[src/rtl/branch_resolve_queue.sv]
// In-order queue of predicted branches between fetch and execute. Resolves the
// oldest entry, flushes on mispredict, and emits predictor training updates.
module branch_resolve_queue #(
   parameter int DEPTH = 4,
   parameter int CNT_W = 16
) (
   input  logic                       clk,
   input  logic                       rst,
   input  logic                       enq_valid,
   input  logic [31:0]                enq_pc,
   input  logic                       enq_pred_taken,
   input  logic [31:0]                enq_pred_target,
   output logic                       enq_ready,
   input  logic                       res_valid,
   input  logic                       res_taken,
   input  logic [31:0]                res_target,
   output logic                       flush,
   output logic [31:0]                redirect_pc,
   output logic                       upd_valid,
   output logic [31:0]                upd_pc,
   output logic                       upd_actual,
   output logic [$clog2(DEPTH):0]     occupancy,
   output logic [CNT_W-1:0]           branch_count,
   output logic [CNT_W-1:0]           mispredict_count,
   output logic                       err_underflow
);
   localparam int PTR_W = $clog2(DEPTH);
   localparam int OCC_W = PTR_W + 1;

   typedef enum logic {RUN, FLUSH} state_t;

   state_t             state_reg, state_next;
   logic [PTR_W-1:0]   head_reg, tail_reg;
   logic [OCC_W-1:0]   occ_reg;
   logic [31:0]        pc_mem     [DEPTH];
   logic               taken_mem  [DEPTH];
   logic [31:0]        target_mem [DEPTH];

   logic [31:0]        redirect_pc_reg, upd_pc_reg;
   logic               upd_valid_reg, upd_actual_reg, err_underflow_reg;
   logic [CNT_W-1:0]   branch_count_reg, mispredict_count_reg;

   logic               full, empty;
   logic               enq_fire, res_fire, mispredict, underflow;
   logic [31:0]        head_pc, head_target, redirect_next;
   logic               head_taken;

   assign full        = (occ_reg == OCC_W'(DEPTH));
   assign empty       = (occ_reg == '0);
   assign head_pc     = pc_mem[head_reg];
   assign head_taken  = taken_mem[head_reg];
   assign head_target = target_mem[head_reg];
   assign redirect_next = res_taken ? res_target : head_pc + 32'd4;

   always_comb begin
      state_next = state_reg;
      enq_ready  = 1'b0;
      enq_fire   = 1'b0;
      res_fire   = 1'b0;
      mispredict = 1'b0;
      underflow  = 1'b0;
      case (state_reg)
         RUN: begin
            enq_ready  = !full;
            enq_fire   = enq_valid && !full;
            res_fire   = res_valid && !empty;
            underflow  = res_valid && empty;
            mispredict = res_fire && ((res_taken != head_taken) ||
                         (res_taken && head_taken && (res_target != head_target)));
            if (mispredict)
               state_next = FLUSH;
         end
         FLUSH: begin
            // Anything resolved here belongs to the discarded path.
            state_next = RUN;
         end
         default: state_next = RUN;
      endcase
   end

   always_ff @(posedge clk) begin
      if (rst) begin
         state_reg <= RUN;
         head_reg  <= '0;
         tail_reg  <= '0;
         occ_reg   <= '0;
      end else begin
         state_reg <= state_next;
         if (mispredict) begin
            // Younger entries are wrong-path; a same-cycle enqueue is dropped too.
            head_reg <= '0;
            tail_reg <= '0;
            occ_reg  <= '0;
         end else begin
            if (enq_fire) tail_reg <= tail_reg + PTR_W'(1);
            if (res_fire) head_reg <= head_reg + PTR_W'(1);
            case ({enq_fire, res_fire})
               2'b10:   occ_reg <= occ_reg + OCC_W'(1);
               2'b01:   occ_reg <= occ_reg - OCC_W'(1);
               default: occ_reg <= occ_reg;
            endcase
         end
      end
   end

   for (genvar gi = 0; gi < DEPTH; gi++) begin : g_entry
      always_ff @(posedge clk) begin
         if (enq_fire && !mispredict && tail_reg == PTR_W'(gi)) begin
            pc_mem[gi]     <= enq_pc;
            taken_mem[gi]  <= enq_pred_taken;
            target_mem[gi] <= enq_pred_target;
         end
      end
   end

   always_ff @(posedge clk) begin
      if (rst) begin
         redirect_pc_reg      <= '0;
         upd_valid_reg        <= 1'b0;
         upd_pc_reg           <= '0;
         upd_actual_reg       <= 1'b0;
         branch_count_reg     <= '0;
         mispredict_count_reg <= '0;
         err_underflow_reg    <= 1'b0;
      end else begin
         upd_valid_reg <= res_fire;
         if (res_fire) begin
            upd_pc_reg     <= head_pc;
            upd_actual_reg <= res_taken;
            if (branch_count_reg != '1)
               branch_count_reg <= branch_count_reg + CNT_W'(1);
         end
         if (mispredict) begin
            redirect_pc_reg <= redirect_next;
            if (mispredict_count_reg != '1)
               mispredict_count_reg <= mispredict_count_reg + CNT_W'(1);
         end
         if (underflow)
            err_underflow_reg <= 1'b1;
      end
   end

   assign flush            = (state_reg == FLUSH);
   assign redirect_pc      = redirect_pc_reg;
   assign upd_valid        = upd_valid_reg;
   assign upd_pc           = upd_pc_reg;
   assign upd_actual       = upd_actual_reg;
   assign occupancy        = occ_reg;
   assign branch_count     = branch_count_reg;
   assign mispredict_count = mispredict_count_reg;
   assign err_underflow    = err_underflow_reg;
endmodule

[config.mk]
export PLATFORM = sky130hd
export DESIGN_NAME = branch_resolve_queue
export DESIGN_NICKNAME = d
export VERILOG_FILES = /design/src/rtl/branch_resolve_queue.sv
export SDC_FILE = /design/constraint.sdc
export NUM_CORES = 1
export LEC_CHECK = 0
export ABC_AREA = 1
export BUFFER_PORTS_ARGS = -buffer_cell sky130_fd_sc_hd__buf_2
export CAP_MARGIN = 20
export CORE_ASPECT_RATIO = 0.75
export CORE_MARGIN = 1
export CORE_UTILIZATION = 45
export DETAILED_ROUTE_END_ITERATION = 12
export GPL_ROUTABILITY_DRIVEN = 0
export GPL_TIMING_DRIVEN = 0
export PLACE_DENSITY_LB_ADDON = 0.2
export SLEW_MARGIN = 10
export SYNTH_ARGS = -nofsm -noshare
export SYNTH_HDL_FRONTEND = slang
export SYNTH_SLANG_ARGS = --single-unit
[constraint.sdc]
create_clock -name clk -period 8.6 [get_ports clk]
set_input_delay 0.43 -clock clk [delete_from_list [all_inputs] [get_ports clk]]
set_output_delay 0.43 -clock clk [all_outputs]
set_load 0.01 [all_outputs]
==> results of run 1 <==
[per-stage QoR]
stage / util [%] / setup WS, ns / power [mW]
2_1_floorplan: - / 3.40 / 3.67
3_3_place_gp: 50.9 / 0.215 / 4.41
3_5_place_dp: 51.4 / 4.27 / 4.45
4_1_cts: 55.0 / 4.24 / 6.11
5_1_grt: 55.0 / 4.07 / 6.42
6_report: 55.0 / 4.29 / 6.11
[per-layer routing]
metal	part of all wire [%]	GRT usage, %	vias to the layer above	routed length, um
met4	2.6	7.67	4	1220
met2	43	37.9	571	20300
met3	9.5	5.08	80	4500
li1	-	-	6277	-
met1	45	38.3	6173	21500
met5	0.050	0	-	24
[cells in the final DEF (no fill, tap or decap), drive strengths merged]
cell type,instances
a211oi,1
a21oi,72
a31oi,1
a32oi,13
and2,2
and3,1
buf,268
bufinv,3
clkbuf,72
clkinv,12
dfxtp,109
diode,2
edfxtp,260
fa,1
ha,9
inv,122
nand2,564
nand3,190
nand3b,6
nand4,28
nor2,117
nor3,24
nor3b,3
nor4,3
o21a,2
o21ai,76
o22ai,4
or2,1
xnor2,8
xor2,16
[cell type report]
class	instances	share of cell area, %
flip-flops and latches	369	51.6
inverters	121	2.38
clock buffers	52	5.71
repair buffers	213	6.12
diodes	2	0.0258
clock inverters	16	0.807
multi-input cells	1142	27.8
well taps	457	2.95
plain buffers	75	2.67
[cell families after synthesis]
kind of cell,Yosys count
AO/OA/AOI/OAI,169
adder cells (fa/ha/maj),10
XOR/XNOR,24
AND/OR/NAND/NOR,939
buffers and inverters,196
flip-flops,369
[power breakdown]
part	switching, mW	total [mW]	internal, mW
combinational	1.45	2.07	0.616
clock	0.672	1.66	0.991
sequential	0.121	2.38	2.26
total	2.24	6.11	3.87
[how the worst max path moves through the flow]
stage,endpoint,start,cells past startpoint
2_1_floorplan,pc_mem[0][0],register,14
3_3_place_gp,target_mem[0][19],register,11
3_5_place_dp,pc_mem[1][13],register,12
4_1_cts,pc_mem[1][0],register,12
5_1_grt,pc_mem[1][30],register,12
6_report,pc_mem[1][27],register,12
==> metrics, run 1 <==
worst hold path depth=1; compound-gate portion of the synthesized area=roughly 6%; ys async rst share=0%; Yosys reg bits=between 300 and 400; Worst-Skew Late Latency=0.54 ns; first-pass GRT wire length=71.4 mm; Worst path most repeated cell=nand2_2; initial antenna violation count=4; flop-to-flop setup slack=4.29 ns; combinational family with the most area after synthesis=simple AND/OR/NAND/NOR gates; number of buffers added to fix hold violations after cts=0; register area share after synthesis=61.2%; clock skew=between 0.015 and 0.02 ns; Syn Std Cell Area=approximately 16000 sq um; Final Hold Fails=0; setup tns final=0 ns; post-synth top area share=47.9%; CP Buf/Inv Count=5; chip height=between 150 and 200 um; CP Max Fanout=25; FILL cells=between 3k and 4k; Worst Path Arrival=between 4 and 5 ns; Worst-Margin Slew=between 0.8 and 0.9 ns; # IOs=206; Final nets=2072; area grow syn2layout=18.7%; number of flops mapped to enable cells by yosys=260; Root Driver=clkbuf_16; dpl hpwl=35.1 mm; WP data required=8.83 ns; DR iter-0 viols=1191; Routed Antenna Nets=0; crit-path max cell delay=0.76 ns; Hold WC Path Type=input port to register; max-cap viol count=0; CTS Sinks=roughly 370; core area=35200 sq um; fin area=19400 sq um; Ys Warns=0; slew margin rel.=43.4%; CTS-repair resized insts=0; Critical R2R Capture=pc_mem[1][27]; final max-slew violation count=0; CTS tree=built; vias post-DR=13.1k; most area-hungry cell type in the Yosys netlist=edfxtp_1; Mapped Nets=1819; biggest regs=pc_mem (128), target_mem (128); FF/Latch Area=9990 sq um; Final setup viols=0; initial core utilization=46.3%; post-DR vias/cell=5.36; LEAKAGE=8.10 nW; H-tree Lvls=2; vias in the first global route=about 12k; hold_sp=enq_pred_target[18]; Fin Hold WS=0.103 ns; Hold EP=target_mem[2][18]; CP Launch Type=register; GR Util All Layers=25.7%; Mapped Cells=1707; # rows=~60; Top FF cell, synth=edfxtp_1; Register-to-Register Path Depth=12; post-CTS setup buffers=0; DR WL/cell=19.4 um; share of cells above drive strength 1=18.7%; RSZ-0062 raised after global routing=false; XOR/XNOR Fraction of Synth Area=1.29%; die area=37000 sq um; Synth cell types=45; placed instance area=18100 sq um; crit share post-route=50.1%; Cell Pwr Density=315 nW/um^2; top achievable clock speed=232 MHz; gr ovfl total=0; critical path class=register to register; DR pass1 iterations=5; Top delay family on crit path=simple AND/OR/NAND/NOR gates; Port Buf Inserts=205; Die X=approximately 220 um; final worst path period need=4.31 ns; worst vdd ir=0.169 mV; post-synthesis adder-cell area fraction=0.813%; cell breakdown of the critical path=buf_4 -> buf_2 -> buf_1 -> o21ai_0 -> o22ai_1 -> ha_1 -> inv_1 -> nand2_2 -> nand2_2 -> nand3_1 -> nor2_4 -> buf_12; Mean Syn Cell Area=9.56 sq um; routed wire length=47.6 mm; Synth Area in Simple Gates=24.7%; multi-input logic area=5380 sq um; Max stage delay cell, worst path=nor2_4; count leader, synth=nand2_1; drt drc=0; most frequent cells after synthesis=nand2_1 (555), edfxtp_1 (260), nand3_1 (189); placed cells=roughly 2.4k; clock-pin slew on the worst setup and hold paths=about 0.060 ns; outcome=finished clean; Max Buffers Root-to-Sink=3; TritonCTS Buffers=38; mux contribution to synthesized area=0%; Layout Cells excl Fill=2447; Worst setup EP type=register; largest net degree at the start of global routing=26; Synth area leaders=edfxtp_1 (48%), dfxtp_1 (13%), nand2_1 (13%)
Note: power is estimated with default switching activity, not from simulation.
==> run 2, diff against run 1 <==
==> constraint.sdc (replaced) <==
create_clock -name clk -period 4.5 [get_ports clk]
set_input_delay 0.225 -clock clk [delete_from_list [all_inputs] [get_ports clk]]
set_output_delay 0.225 -clock clk [all_outputs]
set_load 0.01 [all_outputs]
==> run 2 against run 1 <==
  * Largest cell class unchanged
  * Via count rose by 1.7%
  * Critical endpoint is now pc_mem[1][30]
  * Worst hold slack got worse by 0.055 ns
  * Largest power group unchanged
  * First-iteration DRC count rose by 16%
==> metrics, run 2 (synthesized netlist as in run 1, its figures left out) <==
post-CTS setup buffers=0 (unchanged); GR Util All Layers=26.1% (+0.34 points); dpl hpwl=35.1 mm (unchanged); top achievable clock speed=238 MHz (+2.7%); share of cells above drive strength 1=18.1% (-0.54 points); DR pass1 iterations=5 (unchanged); cell-internal power=7.43 mW (+92%); Final nets=2137 (+3.1%); TritonCTS Buffers=38 (unchanged); Hold WC Path Type=input port to register; biggest regs=pc_mem (128), target_mem (128); first-pass GRT wire length=72.6 mm (+1.6%); Routed Antenna Nets=0 (unchanged); initial antenna violation count=2 (-2); RSZ-0062 raised after global routing=false; GR Util met3=4.69% (-0.39 points); Worst-Skew Late Latency=0.54 ns (about the same); vias in the first global route=12.1k (+2.3%); fin area=20000 sq um (+3.4%); Layout Cells excl Fill=2512 (+2.7%); most frequent cells in the layout=nand2_1 (555), edfxtp_1 (260), buf_2 (225); Seq pwr share=38.8% (-0.2 points); LEAKAGE=8.37 nW (+3.4%); routed wire length=48.2 mm (+1.4%); clock skew=0.0201 ns (+0.00391 ns); final max-slew violation count=0 (unchanged); GRT met2 Usage=38.6% (+0.77 points); placed cells=2377 (unchanged); core area=35200 sq um (unchanged); vias post-DR=13.3k (+1.7%); most common cell after layout, fill and taps aside=nand2_1; placed instance area=18100 sq um (unchanged); CP Max Fanout=25 (unchanged); NetSw=4.30 mW (+92%); drt drc=0 (unchanged); largest net degree at the start of global routing=26 (unchanged); die area=37000 sq um (unchanged); final worst path period need=4.20 ns (-0.113 ns); DR WL/cell=19.2 um (-1.2%); Worst-Margin Slew=0.838 ns (-0.00960 ns); CP Launch Type=register; Clock power frac=27.1% (about the same); Max Buffers Root-to-Sink=3 (unchanged); Die X=222 um (unchanged); Cell Pwr Density=586 nW/um^2 (+86%); Worst Path Arrival=4.42 ns (-0.12 ns); Root Driver=clkbuf_16; critical path class=register to register; crit share post-route=93.3% (+43 points); DR iter-0 viols=1378 (+16%); chip height=167 um (unchanged); FILL cells=3066 (-1.1%); layer with the highest usage=met1; setup tns final=0 ns (unchanged); Port Buf Inserts=205 (unchanged); post-DR vias/cell=5.31 (-0.94%); CTS Sinks=369 (unchanged); max-cap viol count=0 (unchanged); CTS tree=built; initial core utilization=46.3% (unchanged); Worst setup EP type=register; H-tree Lvls=2 (unchanged); Final Hold Fails=0 (unchanged); outcome=finished clean; switch share=36.7% (about the same); worst vdd ir=0.324 mV (+92%); Comb pwr share=34.1% (+0.3 points); WP data required=4.73 ns (-4.10 ns); # IOs=206 (unchanged); slew margin rel.=44.0% (+0.64 points); # rows=59 (unchanged); area grow syn2layout=22.7%; met1 Track Usage GR=38.8% (+0.53 points); clock-pin slew on the worst setup and hold paths=0.06 ns (about the same); Final setup viols=0 (unchanged); gr ovfl total=0 (unchanged)
-- run 2: cell count changes in the layout (fill, tap and decap cells not counted), sizes merged --
cell and delta:
dlygate4sd3 +65, buf -1, clkbuf +1
-- run 2: final cells by class --
class | count | area (sq um) | area share (%)
sequential | 369 | 9990 | 49.9
multi-input combinational | 1142 | 5380 | 26.9
timing repair buffer | 278 | 1840 | 9.17
clock buffer | 52 | 1110 | 5.52
tap | 457 | 572 | 2.86
buffer | 75 | 519 | 2.59
inverter | 121 | 460 | 2.30
clock inverter | 16 | 156 | 0.781
antenna | 2 | 5.00 | 0.0250
-- run 2: what timing repair did --
action,in CTS,in global routing
resized for setup,0,1
endpoints found under the hold margin,260,0
hold buffers,65,0
endpoints found under the setup margin,0,50
-- run 2: power by group through the flow --
stage	logic (mW)	registers (mW)	clock network [mW]
after floorplan	2.31	4.71	0
after global placement	3.73	4.70	0
after detailed placement	3.89	4.62	0
after CTS	3.95	4.55	3.22
after global routing	4.36	4.60	3.35
final	4.00	4.55	3.18
-- run 2: per-layer routing --
layer,part of all wire (%),vias up,wire length [um]
met5,0,-,0
li1,-,6395,-
met4,2.5,0,1200
met1,46,6305,22000
met2,43,558,20800
met3,8.8,69,4270
-- run 2: worst paths after layout --
| kind | slack [ns] | end | depth (start not counted) | from |
|---|---|---|---|---|
| max | 0.30 | pc_mem[1][30] | 15 | register |
| min | 0.05 | redirect_pc[25] | 5 | res_target[25] |
| max reg2reg | 0.30 | pc_mem[1][30] | 15 | register |
| min reg2reg | 0.44 | redirect_pc[9] | 2 | redirect_pc[9] |
-- run 2: per-stage QoR --
stage          power, mW  util [%]  worst slack [ns]  hold WS, ns
2_1_floorplan       7.01         -            -0.702        0.324
3_3_place_gp        8.43      50.9             -3.88        0.427
3_5_place_dp        8.50      51.4             0.167        0.428
4_1_cts             11.7      56.8             0.142       0.0282
5_1_grt             12.3      56.9             0.160       0.0680
6_report            11.7      56.9             0.302       0.0487
-- run 2: critical path, stage by stage, from the launching register on --
cell     delay, ns
dfxtp_1       0.30
buf_4         0.17
inv_4         0.11
buf_6         0.17
buf_6         0.18
buf_6         0.20
buf_4         0.22
o21ai_0       0.10
o22ai_1       0.29
ha_1          0.31
inv_1         0.08
nand2_2       0.17
nand2_2       0.17
nand3_1       0.31
nor2_4        0.76
buf_12        0.29
